`config.mk`:
```
export PLATFORM = sky130hd
export DESIGN_NAME = muldiv_ctrl
export DESIGN_NICKNAME = d
export VERILOG_FILES = /design/src/rtl/muldiv_pkg.sv /design/src/rtl/muldiv_ctrl_neg_if.sv /design/src/rtl/muldiv_ctrl.sv
export SDC_FILE = /design/constraint.sdc
export NUM_CORES = 1
export LEC_CHECK = 0
export ABC_AREA = 1
export CAP_MARGIN = 30
export CORE_MARGIN = 2
export CORE_UTILIZATION = 33
export CTS_CLUSTER_SIZE = 24
export DETAILED_ROUTE_END_ITERATION = 10
export PLACE_DENSITY = 0.51
export SLEW_MARGIN = 20
export SYNTH_ARGS = -nofsm -noshare
export SYNTH_HDL_FRONTEND = slang
export SYNTH_HIERARCHICAL = 1
export SYNTH_SLANG_ARGS = --single-unit
```
`constraint.sdc`:
```
create_clock -name Clock -period 14.6 [get_ports Clock]
set_input_delay 1.46 -clock Clock [delete_from_list [all_inputs] [get_ports Clock]]
set_output_delay 1.46 -clock Clock [all_outputs]
set_load 0.01 [all_outputs]
```
`src/rtl/muldiv_pkg.sv`:
```
// muldiv_pkg: shared state encoding, opcode constants and iteration count for the MULT/DIV sequencer
package muldiv_pkg;
  typedef enum logic [1:0] {IDLE, RUN, FIX, DONE} muldiv_state_t;
  localparam logic OP_MULT = 1'b0;
  localparam logic OP_DIV = 1'b1;
  localparam int MULDIV_ITER = 32;
endpackage

```
`src/rtl/muldiv_ctrl_neg_if.sv`:
```
// neg_if: combinational conditional two's-complement
//   a_i   in  W : value
//   neg_i in  1 : negate when high
//   y_o   out W : neg_i ? -a_i : a_i
module neg_if #(parameter int W = 32) (
  input  logic [W-1:0] a_i,
  input  logic         neg_i,
  output logic [W-1:0] y_o
);
  assign y_o = neg_i ? -a_i : a_i;
endmodule

```
`src/rtl/muldiv_ctrl.sv`:
```
// muldiv_ctrl: multi-cycle signed MULT/DIV sequencer owning the Hi/Lo registers
//   Clock/Reset         : rising-edge clock, async active-high reset
//   Start, Op, OpA, OpB : one-cycle request, 0=MULT 1=DIV, operands
//   Busy, Done, DivZero : in flight, completion pulse, zero-divisor flag with Done
//   Hi, Lo              : product halves, or remainder/quotient
module muldiv_ctrl import muldiv_pkg::*; #(
  parameter int WIDTH = MULDIV_ITER
) (
  input  logic             Clock,
  input  logic             Reset,
  input  logic             Start,
  input  logic             Op,
  input  logic [WIDTH-1:0] OpA,
  input  logic [WIDTH-1:0] OpB,
  output logic             Busy,
  output logic             Done,
  output logic             DivZero,
  output logic [WIDTH-1:0] Hi,
  output logic [WIDTH-1:0] Lo
);
  localparam int CW = $clog2(WIDTH);
  localparam logic [CW-1:0] LAST = CW'(WIDTH - 1);
  muldiv_state_t state_q, state_d;
  logic op_q, op_d, sa_q, sa_d, sb_q, sb_d, dz_q, dz_d;
  logic [CW-1:0] cnt_q, cnt_d;
  logic [WIDTH-1:0] a_q, a_d, b_q, b_d, hi_q, hi_d, lo_q, lo_d;
  logic [2*WIDTH-1:0] work_q, work_d;
  logic [WIDTH-1:0] abs_a, abs_b, quot_fix, rem_fix, sub;
  logic [2*WIDTH-1:0] prod_fix;
  logic [WIDTH:0] sum, sh;
  logic ge;
  neg_if #(.W(WIDTH)) u_abs_a (.a_i(OpA), .neg_i(OpA[WIDTH-1]), .y_o(abs_a));
  neg_if #(.W(WIDTH)) u_abs_b (.a_i(OpB), .neg_i(OpB[WIDTH-1]), .y_o(abs_b));
  neg_if #(.W(2*WIDTH)) u_fix_p (.a_i(work_q), .neg_i(sa_q ^ sb_q), .y_o(prod_fix));
  neg_if #(.W(WIDTH)) u_fix_q (.a_i(work_q[WIDTH-1:0]), .neg_i(sa_q ^ sb_q), .y_o(quot_fix));
  neg_if #(.W(WIDTH)) u_fix_r (.a_i(work_q[2*WIDTH-1:WIDTH]), .neg_i(sa_q), .y_o(rem_fix));
  // a_q holds the multiplicand (MULT) or divisor (DIV); b_q holds the multiplier
  // (shifted right) or the dividend (shifted left, MSB feeding the remainder).
  assign sum = {1'b0, work_q[2*WIDTH-1:WIDTH]} + {1'b0, a_q & {WIDTH{b_q[0]}}};
  assign sh = {work_q[2*WIDTH-1:WIDTH], b_q[WIDTH-1]};
  assign ge = sh >= {1'b0, a_q};
  // When ge holds the true difference fits in WIDTH bits, so the low bits suffice.
  assign sub = sh[WIDTH-1:0] - a_q;
  always_comb begin
    state_d = state_q;
    op_d = op_q;
    sa_d = sa_q;
    sb_d = sb_q;
    dz_d = dz_q;
    cnt_d = cnt_q;
    a_d = a_q;
    b_d = b_q;
    hi_d = hi_q;
    lo_d = lo_q;
    work_d = work_q;
    case (state_q)
      IDLE, DONE: begin
        if (Start) begin
          op_d = Op;
          sa_d = OpA[WIDTH-1];
          sb_d = OpB[WIDTH-1];
          a_d = (Op == OP_DIV) ? abs_b : abs_a;
          b_d = (Op == OP_DIV) ? abs_a : abs_b;
          work_d = '0;
          cnt_d = '0;
          dz_d = (Op == OP_DIV) && (OpB == '0);
          state_d = dz_d ? FIX : RUN;
        end else if (state_q == DONE) begin
          state_d = IDLE;
        end
      end
      RUN: begin
        cnt_d = cnt_q + 1'b1;
        work_d = (op_q == OP_MULT) ? {sum, work_q[WIDTH-1:1]}
                                   : {ge ? sub : sh[WIDTH-1:0], work_q[WIDTH-2:0], ge};
        b_d = (op_q == OP_MULT) ? b_q >> 1 : b_q << 1;
        state_d = (cnt_q == LAST) ? FIX : RUN;
      end
      default: begin
        hi_d = dz_q ? hi_q : (op_q == OP_MULT) ? prod_fix[2*WIDTH-1:WIDTH] : rem_fix;
        lo_d = dz_q ? lo_q : (op_q == OP_MULT) ? prod_fix[WIDTH-1:0] : quot_fix;
        state_d = DONE;
      end
    endcase
  end
  always_ff @(posedge Clock or posedge Reset) begin
    if (Reset) begin
      state_q <= IDLE;
      op_q <= OP_MULT;
      sa_q <= 1'b0;
      sb_q <= 1'b0;
      dz_q <= 1'b0;
      cnt_q <= '0;
      a_q <= '0;
      b_q <= '0;
      hi_q <= '0;
      lo_q <= '0;
      work_q <= '0;
    end else begin
      state_q <= state_d;
      op_q <= op_d;
      sa_q <= sa_d;
      sb_q <= sb_d;
      dz_q <= dz_d;
      cnt_q <= cnt_d;
      a_q <= a_d;
      b_q <= b_d;
      hi_q <= hi_d;
      lo_q <= lo_d;
      work_q <= work_d;
    end
  end
  assign Busy = (state_q == RUN) || (state_q == FIX);
  assign Done = state_q == DONE;
  assign DivZero = Done && dz_q;
  assign Hi = hi_q;
  assign Lo = lo_q;
endmodule
```
Yosys cells after proc, flatten, opt, wreduce, memory -nomap -nowiden
Cells that the tools add are included.

Register bits: 203. Input port bits: 68. Output and inout port bits: 67. Logic and storage cells: 64.

Add/subtract/negate cells: 8. Order comparisons: 1. Eq/ne operators: 6. Muxes and demuxes: 23. Bitwise gates (word level): 4. Reduce and logical (&&, ||, !) cells: 11.

Operators with widths (count): 2-to-1 mux 32 bit (11); 2-to-1 mux 64 bit (3); negation 32 bit (4); one-hot mux 64 bit (2 select lines) (1); negation 64 bit (1); one-hot mux 32 bit (2 select lines) (1); adder 32 x 32 -> 33 bit (1); greater-or-equal comparator 33 x 32 -> 1 bit (1); bitwise AND 32 bit (1); zero test 32 bit (1); subtractor 32 bit (1); one-hot mux 5 bit (2 select lines) (1); 2-to-1 mux 2 bit (4); AND reduction 2 bit (3); adder 5 x 1 -> 5 bit (second input constant) (1); == test 5 bit (second input constant) (1); 2-to-1 mux 5 bit (1); == test 2 bit (second input constant) (2); one-hot mux 2 bit (2 select lines) (1); != test 3 bit (second input constant) (1); OR reduction 3 bit (1); == test 2 x 1 -> 1 bit (second input constant) (1); logical AND 1 bit (2); zero test 2 bit (1); 6 further kinds (7).

Longest topological paths before layout
Word-level depth: 5. Gate-level depth with buffers: 20.

Hierarchy
Netlist, hierarchy kept.

By module, submodules not included: muldiv_ctrl (instances 1, cells each 2369, area an instance 15173.3 µm², seq. area each 5079.9 µm²); neg_if (u_abs_a ...) (instances 4, cells each 225, area an instance 1052.3 µm², seq. area each 0.0 µm²); neg_if (u_fix_p) (instances 1, cells each 498, area an instance 2411.1 µm², seq. area each 0.0 µm²).

Worst setup path before layout
Ideal clock, no wire load.

Path kind: register to register. Start: reg b_q[0]. End: reg work_q[59]. Library setup time: 118 ps. Arrival time: 2604 ps. Required time: 14482 ps. Path slack: 11878 ps. Cell stages (with the launch flop): 20. Buffers on the path: 2. Period minus slack after synthesis: 2722 ps. Path through: dfrtp_1 -> clkbuf_1 -> clkbuf_1 -> nand2_1 -> inv_1 -> ha_1 -> inv_1 -> fa_1 -> inv_1 -> nand2_1 -> o21ai_0 -> nand2_1 -> nand2_1 -> nand2_1 -> nand2_1 -> nand3_1 -> nand3_1 -> nand3_1 -> nand3_1 -> nand2_1.

Longest elaborated chain between the ends: 4.

Ends and longest elaborated chain: from (decl) (line muldiv_ctrl.sv:26) `logic [WIDTH-1:0] a_q, a_d, b_q, b_d, hi_q, hi_d, lo_q, lo_d;`; from (signal assigned) (line muldiv_ctrl.sv:95) `b_q <= '0;`; from (signal assigned) (line muldiv_ctrl.sv:107) `b_q <= b_d;`; bitwise AND 32 bit (line muldiv_ctrl.sv:39) `assign sum = {1'b0, work_q[2*WIDTH-1:WIDTH]} + {1'b0, a_q & {WIDTH{b_q[0]}}};`; adder 32 x 32 -> 33 bit (line muldiv_ctrl.sv:39); 2-to-1 mux 64 bit (line muldiv_ctrl.sv:74) `work_d = (op_q == OP_MULT) ? {sum, work_q[WIDTH-1:1]}`; one-hot mux 64 bit (2 select lines) (line muldiv_ctrl.sv:56) `case (state_q)`; to (signal assigned) (line muldiv_ctrl.sv:110) `work_q <= work_d;`; to (decl) (line muldiv_ctrl.sv:27) `logic [2*WIDTH-1:0] work_q, work_d;`.

No other way between the ends. A chain may end at the register's enable or synchronous reset.

Worst setup path in the final report
Start: reg work_q[53]. End: reg work_q[47].

Longest elaborated chain between the ends: 4.

Ends and longest elaborated chain: greater-or-equal comparator 33 x 32 -> 1 bit (line muldiv_ctrl.sv:41) `assign ge = sh >= {1'b0, a_q};`; 2-to-1 mux 32 bit (line muldiv_ctrl.sv:75) `: {ge ? sub : sh[WIDTH-1:0], work_q[WIDTH-2:0], ge};`; 2-to-1 mux 64 bit (line muldiv_ctrl.sv:74); one-hot mux 64 bit (2 select lines) (line muldiv_ctrl.sv:56).

No other way between the ends.

==> results.md <==
- EDFF count, synth: 0
- Die Wd: 261 um
- Post-synthesis compound-gate area fraction: 0.141
- Die height: 261 um
- Post-synthesis cell count: 3767
- Clock sinks: 203
- Placement Rows: 94
- Latest clock arrival within the worst-skew pair: about 0.6 ns
- Crit-path cells: ha_1 > nand2_1 > nand2_1 > nand2_1 > nand2_1 > a21oi_2 > nor2_1 > nor2_2 > nand2_4 > nor2_1 > buf_4 > nand2_1 > nand3b_1 > o21ai_0
- Final count of negative-setup-slack endpoints: 0
- Combinational power share: 0.709
- Final WL: roughly 86000 um
- Initial Util: 0.332
- Synth top area cells: dfrtp_1, nand2_1, nor2_1, inv_1, nand3_1
- Core ar.: 65600 um2
- Sequential area share after synthesis: 0.233
- Placer congestion estimate: 0.985
- DRT Pass-1 Iters: 5
- Post-synth ARST share: 1.00
- Initial DRC count: 2012
- Largest net degree at the start of global routing: between 90 and 100
- Port buffer count: roughly 130
- DRC Markers: 0
- Worst setup SP type: flip-flop
- Final critical-path share of the clock period: 0.249
- Clk slew on worst S/H paths: 0.07 ns
- Netlist Area Pre-Place: 21800 um2
- Hpwl dp: 66300 um
- Net Sw Frac: 0.581
- Tot Pwr: 0.00714 W
- Post-synthesis adder-cell area fraction: 0.0449
- Worst Path Arrival: between 4 and 5 ns
- Clock share of power: 0.103
- Netlist cell types: 47
- Wire per inst: 18.2 um
- Largest family of logic cells by synthesized area: simple AND/OR/NAND/NOR gates
- Share of layout cells above drive strength 1: 0.0502
- Max FO, Critical Path: 40
- Status: complete, no violations
- Remaining Overflow, GRT: 0
- Ant. Diodes: 0
- Max incr delay on CP: about 0.84 ns
- Top Family by Delay on Critical Path: simple AND/OR/NAND/NOR gates
- Worst-case vdd ir drop: ~0.13 mV
- CTS resizes: 0
- DIE AREA: 68100 um2
- Total CTS buffers: 28
- Slowest cell on the critical path: dfrtp_1
- Worst Path Buf+Inv: 1
- Setup repair after global routing missed its margin: false
- Ys flop type: dfrtp_1
- CTS H-tree depth: 1
- Post-Syn Area per Cell: between 5 and 6 um2
- Synthesis Warnings: 6
- Clk buf depth: 3
- Critical path endpoint category: flip-flop
- Crit Path Class: reg -> reg
- CTS Root Cell: clkbuf_16
- Hold Violations, Final: 0
- P_leak: 12.3 nW
- Switching pwr: 0.00415 W
- Vias in the first global route: 22900
- Cts hold-fix bufs: 0
- Top cell type's share of synthesized area: 0.233
- F_max: around 280 MHz
- Vias: 24200
- # nets final: 3968
- Initial antenna violation count: 0
- Max_slew headroom: 0.339
- Power density over cell area: 288 nW/um2
- Max-slew violation count: 0
- Largest area contributor in the netlist: dfrtp_1
- Slew @ Worst Pin: just under 1 ns
- Post-Synth XOR/XNOR Area: 0.0394
- Post-route ant nets: 0
- Ports: 135
- Layout Skew: 0.0186 ns
- Gr usage total: 0.252
- Worst min path class: reg -> reg
- Post-synthesis mux area share: 0
- Crit-path most repeated cell: nand2_1
- Crit path time final: between 3 and 4 ns
- DR vias/cell: 5.14
- Setup bufs post-CTS: 0
- Setup TNS: 0 ns
- CTS tree: built
- Syn nets: around 3900
- Internal power: 0.00299 W
- First-pass GRT wire length: 134000 um
- Hold_ws: 0.506 ns
- Maxcap violations: 0
- Register share of total power: 0.188
- Synth Area in Simple Gates: 0.428
- Area growth syn-to-layout: 13.9%
- Synthesized flop and latch total: 203
- WP data required: 15.04 ns
==> final cells by class <==
class | instances | area (um2)
Timing Repair Buffer | 163 | 1570
Clock inverter | 11 | 190
Multi-Input combinational cell | 2945 | 14300
Fill cell | 7459 | 40800
Inverter | 482 | 1820
Clock buffer | 39 | 782
Tap cell | 864 | 1080
Sequential cell | 203 | 5080
==> cell families after synthesis <==
family / after synthesis
compound gates: 555
xor+xnor: 98
fa+ha+maj: 77
buf+inv: 619
flops: 203
simple gates: 2215
==> flip-flops by register name, summed over array words and instances (netlist names) <==
signal,cells
Hi,32
Lo,32
a_q,32
b_q,32
cnt_q,5
dz_q,1
op_q,1
sa_q,1
sb_q,1
state_q,2
work_q,64
==> worst paths after layout <==
path / start / endpoint / slack (ns) / depth (start not counted)
worst max-delay path: work_q[53] / work_q[47] / 10.96 / 14
worst min register to register: cnt_q[1] / cnt_q[1] / 0.51 / 2
worst min-delay path: cnt_q[1] / cnt_q[1] / 0.51 / 2
min in group asynchronous: Reset / Lo[3] / 1.37 / 2
worst max register to register: work_q[53] / work_q[47] / 10.96 / 14
max in group asynchronous: Reset / op_q / 11.90 / 3
==> per-stage QoR <==
step	std cells	utilization	setup WS [ns]	instance area, um2
2_1_floorplan	3767	-	7.60	21800
3_3_place_gp	4656	0.363	10.72	23800
4_1_cts	4706	0.378	10.99	24800
3_5_place_dp	4656	0.363	10.66	23800
6_report	4707	0.378	10.96	24800
5_1_grt	4707	0.378	10.62	24800
==> power groups by stage <==
stage / registers (W) / clock network, W / logic [W]
6_report: 0.00134 / 0.000735 / 0.00507
5_1_grt: 0.00138 / 0.000775 / 0.00571
4_1_cts: 0.00133 / 0.000751 / 0.00505
3_5_place_dp: 0.00134 / 0 / 0.00503
3_3_place_gp: 0.00133 / 0 / 0.00504
2_1_floorplan: 0.00117 / 0 / 0.00356
==> routing by layer <==
metal | track usage | share of wire | wire (um)
met3 | 0.0190 | 0.045 | 3840
met2 | 0.424 | 0.46 | 39800
met5 | 0 | 0 | 0
met1 | 0.338 | 0.45 | 39000
met4 | 0.0892 | 0.038 | 3240
==> placed cells by master (no fill, tap or decap), types with 42 or more instances in the layout <==
master              n
nand3_1           272
xnor2_1            55
inv_1             473
nand4_1            43
ha_1               74
nor2_1            491
o21ai_0           229
dfrtp_1           202
nand2_1          1261
clkdlybuf4s50_1   133
a31oi_1           129
xor2_1             42
a21oi_1           141
==> worst register-to-register path: stages (launching register included) <==
cell and delay [ns]:
dfrtp_1 0.84, ha_1 0.44, nand2_1 0.10, nand2_1 0.06, nand2_1 0.06, nand2_1 0.08, a21oi_2 0.15, nor2_1 0.08
nor2_2 0.48, nand2_4 0.42, nor2_1 0.31, buf_4 0.23, nand2_1 0.07, nand3b_1 0.07, o21ai_0 0.10
==> synth_stat cells, types with 32 or more instances <==
library cell  instances
a21oi_1             141
a31oi_1             129
clkbuf_1             89
dfrtp_1             203
ha_1                 75
inv_1               475
nand2_1            1261
nand3_1             272
nand4_1              43
nor2_1              492
nor2_2               32
o21ai_0             229
xnor2_1              55
xor2_1               43
(Power assumes the default switching activity.)
